`src/rtl/uart_pkg.sv`:
```
// ============================================================================
// Module   : uart_pkg
// Purpose  : Shared types and constants for the uart_rx receiver: FSM state
//            encoding, oversampling constants and the baud divider function.
// Revision : 1.0 - initial release
// ============================================================================
`default_nettype none

package uart_pkg;

    // Ticks per serial bit and the tick at which a bit is sampled (mid-bit)
    localparam int OVERSAMPLE   = 16;
    localparam int SAMPLE_PHASE = 8;

    typedef enum logic [2:0] {
        S_IDLE      = 3'd0,
        S_START     = 3'd1,
        S_DATA      = 3'd2,
        S_PARITY    = 3'd3,
        S_STOP      = 3'd4,
        S_WAIT_IDLE = 3'd5
    } uart_state_t;

    // Clocks per oversample tick, rounded to nearest: round(clk/(baud*16))
    function automatic int calc_div(input int clk_freq, input int baud);
        return (clk_freq + (baud * OVERSAMPLE) / 2) / (baud * OVERSAMPLE);
    endfunction

endpackage

`default_nettype wire

```
`src/rtl/uart_baud_tick.sv`:
```
// ============================================================================
// Module   : uart_baud_tick
// Purpose  : Free-running oversample tick generator. Emits a one-clock tick
//            every DIV clocks; restart realigns the count to zero so the
//            first tick lands DIV clocks after a detected start edge.
// Revision : 1.0 - initial release
// ============================================================================
`default_nettype none

module uart_baud_tick #(
    parameter int DIV = 54
) (
    input  logic clk,
    input  logic rst,
    input  logic restart,
    output logic tick
);

    localparam int            CW   = (DIV > 1) ? $clog2(DIV) : 1;
    localparam logic [CW-1:0] LAST = CW'(DIV - 1);

    logic [CW-1:0] count;

    // Divide the system clock down to the oversample rate
    always_ff @(posedge clk) begin
        if (rst || restart) begin
            count <= '0;
            tick  <= 1'b0;
        end else if (count == LAST) begin
            count <= '0;
            tick  <= 1'b1;
        end else begin
            count <= count + 1'b1;
            tick  <= 1'b0;
        end
    end

endmodule

`default_nettype wire

```
`src/rtl/uart_rx.sv`:
```
// ============================================================================
// Module   : uart_rx
// Purpose  : 16x-oversampling UART receiver, 8 data bits LSB first, 1 stop
//            bit. Frame errors suppress output until the line has been idle
//            for a full bit time.
// Config   : define UART_RX_PARITY_EN for 8E1 framing with parity checking;
//            without it the frame is 8N1 and parity_err is tied low.
// Revision : 1.0 - initial release
// ============================================================================
`default_nettype none

module uart_rx
    import uart_pkg::*;
#(
    parameter int CLK_FREQ = 100_000_000,
    parameter int BAUD     = 115200
) (
    input  logic       clk,
    input  logic       rst,
    input  logic       uart_rxd,
    output logic [7:0] rx_data,
    output logic       rx_valid,
    output logic       frame_err,
    output logic       parity_err
);

    localparam int DIV = calc_div(CLK_FREQ, BAUD);

    // The sampling tick is the one that advances the phase to SAMPLE_PHASE
    localparam logic [3:0] PH_SAMPLE = 4'(SAMPLE_PHASE - 1);
    localparam logic [3:0] PH_LAST   = 4'(OVERSAMPLE - 1);

    logic        sync_1;
    logic        line;
    logic        line_q;
    logic        fall;
    logic        restart;
    logic        tick;
    logic        sample;

    uart_state_t state;
    logic [3:0]  phase;
    logic [2:0]  bit_cnt;
    logic [7:0]  shreg;

    assign fall    = line_q & ~line;
    assign restart = (state == S_IDLE) && fall;
    assign sample  = tick && (phase == PH_SAMPLE);

    uart_baud_tick #(
        .DIV (DIV)
    ) u_baud_tick (
        .clk     (clk),
        .rst     (rst),
        .restart (restart),
        .tick    (tick)
    );

    // Two-flop synchronizer plus one delay stage for falling-edge detection;
    // all preset high so reset never looks like a start edge on an idle line
    always_ff @(posedge clk) begin
        if (rst) begin
            sync_1 <= 1'b1;
            line   <= 1'b1;
            line_q <= 1'b1;
        end else begin
            sync_1 <= uart_rxd;
            line   <= sync_1;
            line_q <= line;
        end
    end

`ifdef UART_RX_PARITY_EN
    logic par_bad;
`endif

    // Frame FSM with registered data and single-cycle status pulses
    always_ff @(posedge clk) begin
        if (rst) begin
            state      <= S_IDLE;
            phase      <= 4'd0;
            bit_cnt    <= 3'd0;
            shreg      <= 8'h00;
            rx_data    <= 8'h00;
            rx_valid   <= 1'b0;
            frame_err  <= 1'b0;
`ifdef UART_RX_PARITY_EN
            parity_err <= 1'b0;
            par_bad    <= 1'b0;
`endif
        end else begin
            rx_valid   <= 1'b0;
            frame_err  <= 1'b0;
`ifdef UART_RX_PARITY_EN
            parity_err <= 1'b0;
`endif
            if (tick) begin
                phase <= phase + 4'd1;
            end

            case (state)
                S_IDLE: begin
                    if (fall) begin
                        phase   <= 4'd0;
                        bit_cnt <= 3'd0;
                        state   <= S_START;
                    end
                end
                S_START: begin
                    // A line that has gone high again by mid-bit was a glitch
                    if (sample) begin
                        state <= line ? S_IDLE : S_DATA;
                    end
                end
                S_DATA: begin
                    if (sample) begin
                        shreg   <= {line, shreg[7:1]};
                        bit_cnt <= bit_cnt + 3'd1;
                        if (bit_cnt == 3'd7) begin
`ifdef UART_RX_PARITY_EN
                            state <= S_PARITY;
`else
                            state <= S_STOP;
`endif
                        end
                    end
                end
`ifdef UART_RX_PARITY_EN
                S_PARITY: begin
                    // Even parity: the parity bit equals the XOR of the data
                    if (sample) begin
                        par_bad <= line ^ (^shreg);
                        state   <= S_STOP;
                    end
                end
`endif
                S_STOP: begin
                    if (sample) begin
                        if (line) begin
                            rx_data    <= shreg;
                            rx_valid   <= 1'b1;
`ifdef UART_RX_PARITY_EN
                            parity_err <= par_bad;
`endif
                            state      <= S_IDLE;
                        end else begin
                            frame_err <= 1'b1;
                            phase     <= 4'd0;
                            state     <= S_WAIT_IDLE;
                        end
                    end
                end
                S_WAIT_IDLE: begin
                    // Phase counts consecutive high ticks; any low tick restarts it
                    if (tick) begin
                        if (!line) begin
                            phase <= 4'd0;
                        end else if (phase == PH_LAST) begin
                            state <= S_IDLE;
                        end
                    end
                end
                default: begin
                    state <= S_IDLE;
                end
            endcase
        end
    end

`ifndef UART_RX_PARITY_EN
    assign parity_err = 1'b0;
`endif

endmodule

`default_nettype wire

```
`config.mk`:
```
export PLATFORM = sky130hd
export DESIGN_NAME = uart_rx
export DESIGN_NICKNAME = d
export VERILOG_FILES = /design/src/rtl/uart_pkg.sv /design/src/rtl/uart_baud_tick.sv /design/src/rtl/uart_rx.sv
export SDC_FILE = /design/constraint.sdc
export NUM_CORES = 1
export LEC_CHECK = 0
export CORE_MARGIN = 4
export CORE_UTILIZATION = 45
export CTS_BUF_LIST = sky130_fd_sc_hd__clkbuf_16
export DETAILED_ROUTE_END_ITERATION = 8
export GPL_ROUTABILITY_DRIVEN = 0
export PLACE_DENSITY = 0.78
export REMOVE_ABC_BUFFERS = 1
export SYNTH_ARGS = -nofsm -noshare
export SYNTH_HDL_FRONTEND = slang
export SYNTH_SLANG_ARGS = --single-unit
```
`constraint.sdc`:
```
create_clock -name clk -period 1.5 [get_ports clk]
set_clock_uncertainty 0.2 [all_clocks]
set_input_delay 0.3 -clock clk [delete_from_list [all_inputs] [get_ports clk]]
set_output_delay 0.3 -clock clk [all_outputs]
set_load 0.05 [all_outputs]
```
== After elaboration in Yosys (flattened, before gate mapping) ==
Cells that the tools add are included.

* Flip-flop bits (word level): 38
* Input bits: 3
* Word-level logic and storage cells: 69

* $add $sub $neg: 3
* Equal/unequal tests: 16
* Muxes and demuxes: 23
* Bitwise logic cells: 4
* Reduce and logical (&&, ||, !) cells: 11

{| class="wikitable"
|+ Operator list
! kind !! number
|-
| $mux W3 || 11
|-
| $mux W4 || 5
|-
| $pmux W3 S5 || 1
|-
| $ne A2 B2 Y1 const B || 7
|-
| $pmux W4 S3 || 1
|-
| $eq A3 B3 Y1 const B || 3
|-
| $reduce_and A8 Y1 || 1
|-
| $add A6 B1 Y6 const B || 1
|-
| $eq A6 B6 Y1 const B || 1
|-
| $pmux W3 S2 || 1
|-
| $reduce_and A3 Y1 || 2
|-
| $add A4 B1 Y4 const B || 1
|-
| $eq A4 B3 Y1 const B || 1
|-
| $eq A4 B4 Y1 const B || 1
|-
| $add A3 B1 Y3 const B || 1
|-
| $eq A3 B1 Y1 const B || 1
|-
| $eq A3 B2 Y1 const B || 1
|-
| $logic_not A3 Y1 || 1
|-
| $mux W1 || 3
|-
| $not A1 Y1 || 3
|-
| $reduce_or A3 Y1 || 1
|-
| $logic_and A1 B1 Y1 || 2
|-
| $mux W2 || 1
|-
| $ne A2 B1 Y1 const B || 1
|-
| 5 further kinds || 5
|}

== Longest topological paths before layout ==
* Word-level depth: 5
* Gate-level depth with buffers: 5
* Gate-level depth less buffers: 5

== Cells and area by module ==
Synthesis repeated with hierarchy kept, for this count alone.

* Cells, all modules: 190
* Area total of the unflattened synthesis: 1684.1 um^2

{| class="wikitable"
|+ Modules (own cells, without submodules)
! module !! times used !! cells an instance !! area an instance (um^2)
|-
| uart_rx || 1 || 161 || 1403.8
|-
| uart_baud_tick || 1 || 29 || 280.3
|}

== Least setup slack after synthesis ==
No wires, ideal clock.

* Kind: reg2reg
* Start: reg phase[0]
* End: reg rx_data[0]
* Arrival time: 1.400 ns
* Setup slack: -0.172 ns
* Stages on the path, launching flop included: 6
* Buffers on the path: 1
* Period minus slack after synthesis: 1.672 ns
* Cells stage by stage: dfxtp_1 ha_1 nand4b_1 nor4_1 buf_2 mux2i_1

* Longest elaborated chain between the ends: 3

{| class="wikitable"
|+ Ends and longest elaborated chain
! item !! line !! source
|-
| start: declaration || uart_rx.sv:42 || <nowiki>logic [3:0] phase;</nowiki>
|-
| start signal: assignment || uart_rx.sv:98 || <nowiki>phase <= phase + 4'd1;</nowiki>
|-
| $eq A4 B3 Y1 || uart_rx.sv:48 || <nowiki>assign sample = tick && (phase == PH_SAMPLE);</nowiki>
|-
| $logic_and A1 B1 Y1 || uart_rx.sv:48 ||
|-
| $reduce_and A3 Y1 (no source line) || -- ||
|-
| end signal: assignment || uart_rx.sv:140 || <nowiki>rx_data <= shreg;</nowiki>
|-
| end: declaration || uart_rx.sv:21 || <nowiki>output logic [7:0] rx_data,</nowiki>
|}

Every way passes these cells.
A chain may end at the register's enable or synchronous reset.

== Final worst setup path ==
* Start: reg phase[0]
* End: reg rx_data[2]

The elaborated chain is that of the path after synthesis.

==> flow_metrics.py <==
metrics = {
    "floorplan": {
        "core_area_um2": 3660,
        "die-area_um2": 4810,
        "io_pins": 14,
        "rows": 22,
        "dieHeight_um": 69.4,
        "start_util_pct": 46.3,
        "die_w_um": 69.4,
    },
    "setup_path": {
        "slowest_stage": "dfxtp_2",
        "slowest_delay_ns": 0.35,
        "path_cells": "ha_4 -> nand4b_1 -> buf_6 -> nor4_4 -> buf_6 -> mux2i_1",
        "path_delay_family": "simple AND/OR/NAND/NOR gates",
        "ff2ff_path_depth": 6,
        "worstPathArrival_ns": 1.72,
        "end_kind": "flip-flop",
        "r2r_setup_slack_ns": -0.23,
        "crit_path_max_fanout": 5,
        "worstPathRequired_ns": 1.49,
        "critical_path_class": "flip-flop to flip-flop",
        "worstReg2RegEnd": "rx_data[2]",
        "startpoint_type": "flip-flop",
        "critPathBufInv": 2,
        "crit_top_cell": "buf_6",
        "r2r_start": "phase[0]",
    },
    "clocking": {
        "cts_made_buffers": 5,
        "cts_tree": "done",
        "h-tree-depth": 2,
        "cts_hold_buf": 0,
        "clock_sinks": 38,
        "clockBufferDepth": 2,
        "clkSlewWorstSetupHoldPaths_ns": 0.05,
        "clk_latency_ns": 0.28,
        "clockRootBuffer": "clkbuf_16",
    },
    "synth": {
        "ys_ff_latch": 38,
        "synth_top_flop_cell": "dfxtp_1",
        "ys_warn_count": 0,
        "synth.avg_cell_area_um2": 9.32,
        "synth_edf_count": 0,
        "ys_seq_area_share_pct": 44.9,
        "synth_cells": 182,
        "synthArstFlopShare_pct": 0,
        "synth_cell_types": 41,
        "syn_area_um2": 1700,
    },
    "pwr": {
        "design_power_total_uw": 2120,
        "ir_drop_mv": 0.731,
        "p_per_area_nw_per_um2": 808,
        "leakage_uw": 0.000901,
    },
    "min_path": {
        "hold_class": "flip-flop to flip-flop",
        "hp-start": "sync_1",
        "hold_path_end": "line",
        "min_path_cells": 1,
    },
    "global_routing": {
        "gr-total-overflow": 0,
        "grt_pass1_vias": 1521,
        "track_usage_pct": 17.6,
        "grt_max_degree": 26,
        "grt_pass1_wl_um": 6930,
        "antenna_found_initial": 0,
    },
    "sta": {
        "fmax_mhz": 577,
        "setup_ws_ns": -0.233,
        "drv_slew": 0,
        "hold_viol_final": 0,
        "fin_tns_setup_ns": -2.73,
        "rsz0062_at_grt": "true",
        "period_minus_slack_ns": 1.73,
        "finalSetupViolCount": 26,
        "finalCritPeriodShare_pct": 116,
    },
    "final_layout": {
        "diodes": 0,
        "drive_above_1_share_pct": 46.9,
        "finalNonFillerCells": 272,
        "fin_nets": 231,
        "syn_to_final_growth_pct": 54.5,
    },
    "placement": {
        "placed_cells": 258,
        "pre_cts_slack_ns": -0.208,
        "port_buffers": 12,
        "hpwlAfterDp_um": 2420,
    },
    "detailed_routing": {
        "first_pass_iters": 4,
        "wl_um": 4600,
        "ant_nets": 0,
        "drc": 0,
        "drtIter0Drc": 61,
        "avgRoutedWirePerCell_um": 16.9,
        "via_per_inst": 5.53,
        "dr_total_vias": 1505,
    },
    "run_status": {
        "violations": "negative setup slack",
        "status": "finished, violations left",
    },
    "job": {
        "drv_cap": 0,
    },
}
## flip-flops by register name, summed over array words and instances (netlist names)
| name | count |
|---|---|
| line_q | 1 |
| u_baud_tick.count | 6 |
| shreg | 8 |
| frame_err | 1 |
| phase | 4 |
| u_baud_tick.tick | 1 |
| bit_cnt | 3 |
| line | 1 |
| rx_valid | 1 |
| sync_1 | 1 |
| rx_data | 8 |
| state | 3 |
## metrics by stage
stage               util (%)  hold slack (ns)  cell area (um^2)
floorplan                  -            0.169              1630
global placement        58.3            0.197              2140
detailed placement      58.3            0.197              2140
CTS                     66.5            0.209              2440
global route            71.5            0.240              2620
finish                  71.5            0.222              2620
## power breakdown
group,switching [uW],internal (uW)
clock,381,600
sequential,10.2,1020
combinational,58.0,48.2
total,449,1670
## worst max path at each step
stage                     startpoint    endpoint  slack (ns)  cells after the start
after floorplan             phase[0]  rx_data[0]       -1.25                      4
after global routing        phase[0]  rx_data[2]       -0.28                      6
final                       phase[0]  rx_data[2]       -0.23                      6
after detailed placement    phase[0]  rx_data[2]       -0.21                      6
after global placement           rst      sync_1       -0.17                      3
after CTS                   phase[0]  rx_data[4]       -0.21                      6
## cell type report
type	instances	area, um^2
clock inverters	3	12.5
well taps	48	60.1
flip-flops and latches	38	773
fillers	243	1040
multi-input cells	126	1110
clock buffers	5	125
inverters	5	18.8
repair buffers	47	520
## layout by cell type (no fill, tap or decap), types with 2 or more instances in the layout
master	instances
a211oi_2	2
mux2i_1	9
nor3_1	7
dfxtp_2	7
ha_1	2
xnor2_1	2
nand4b_1	3
nor2_1	2
or3b_4	2
buf_4	26
buf_12	10
ha_4	3
nand3_1	9
dfxtp_1	30
nor4_2	3
nor4_4	2
inv_1	6
or2_2	4
o41ai_2	2
a21oi_1	4
xor2_1	5
nor2_2	2
a21oi_2	5
nand3_2	2
clkbuf_16	5
o21ai_2	6
buf_6	8
or4_4	2
nand2_1	5
nand2b_1	18
nand4_1	3
clkdlybuf4s50_1	2
## kinds of logic after synthesis
logic type      Yosys count  share of synthesized area [%]
other cells               1                          0.221
simple gates             74                           26.1
xor+xnor                  7                           3.62
compound gates           30                           11.3
fa+ha+maj                 5                           3.69
flops                    38                           44.9
mux                       9                           5.31
buf+inv                  18                           4.87
## synthesized netlist by cell type (all sizes together), types with 2 or more instances
library cell | n | area (um^2)
xnor2 | 2 | 17.5
buf | 9 | 48.8
nand3 | 12 | 60.1
or3b | 2 | 17.5
or2 | 4 | 25.0
o41ai | 2 | 17.5
inv | 5 | 18.8
clkbuf | 4 | 15.0
ha | 5 | 62.6
mux2i | 9 | 90.1
nand4b | 3 | 26.3
nor2b | 2 | 12.5
or4 | 2 | 15.0
o21ai | 9 | 45.0
nand2 | 5 | 18.8
nand2b | 18 | 113
dfxtp | 38 | 761
xor2 | 5 | 43.8
a211oi | 3 | 22.5
nor4 | 5 | 31.3
nand4 | 3 | 18.8
nor3 | 7 | 35.0
nor2 | 5 | 18.8
a21oi | 9 | 45.0
## repair_timing
item / CTS / global route
setup buffers: 3 / 0
endpoints found under the setup margin: 27 / 31
resized for setup: 42 / 41
pin swaps: 19 / 7
cloned: 2 / 1
## per-layer routing
| layer | GRT usage [%] | share of wire (%) | vias up |
|---|---|---|---|
| met5 | 0 | 0 | - |
| met4 | 6.72 | 1.7 | 0 |
| met3 | 3.91 | 3.3 | 7 |
| met2 | 30.9 | 54 | 37 |
| met1 | 20.7 | 41 | 732 |
| li1 | - | - | 729 |
No activity file was read; power rests on OpenSTA's default activity.
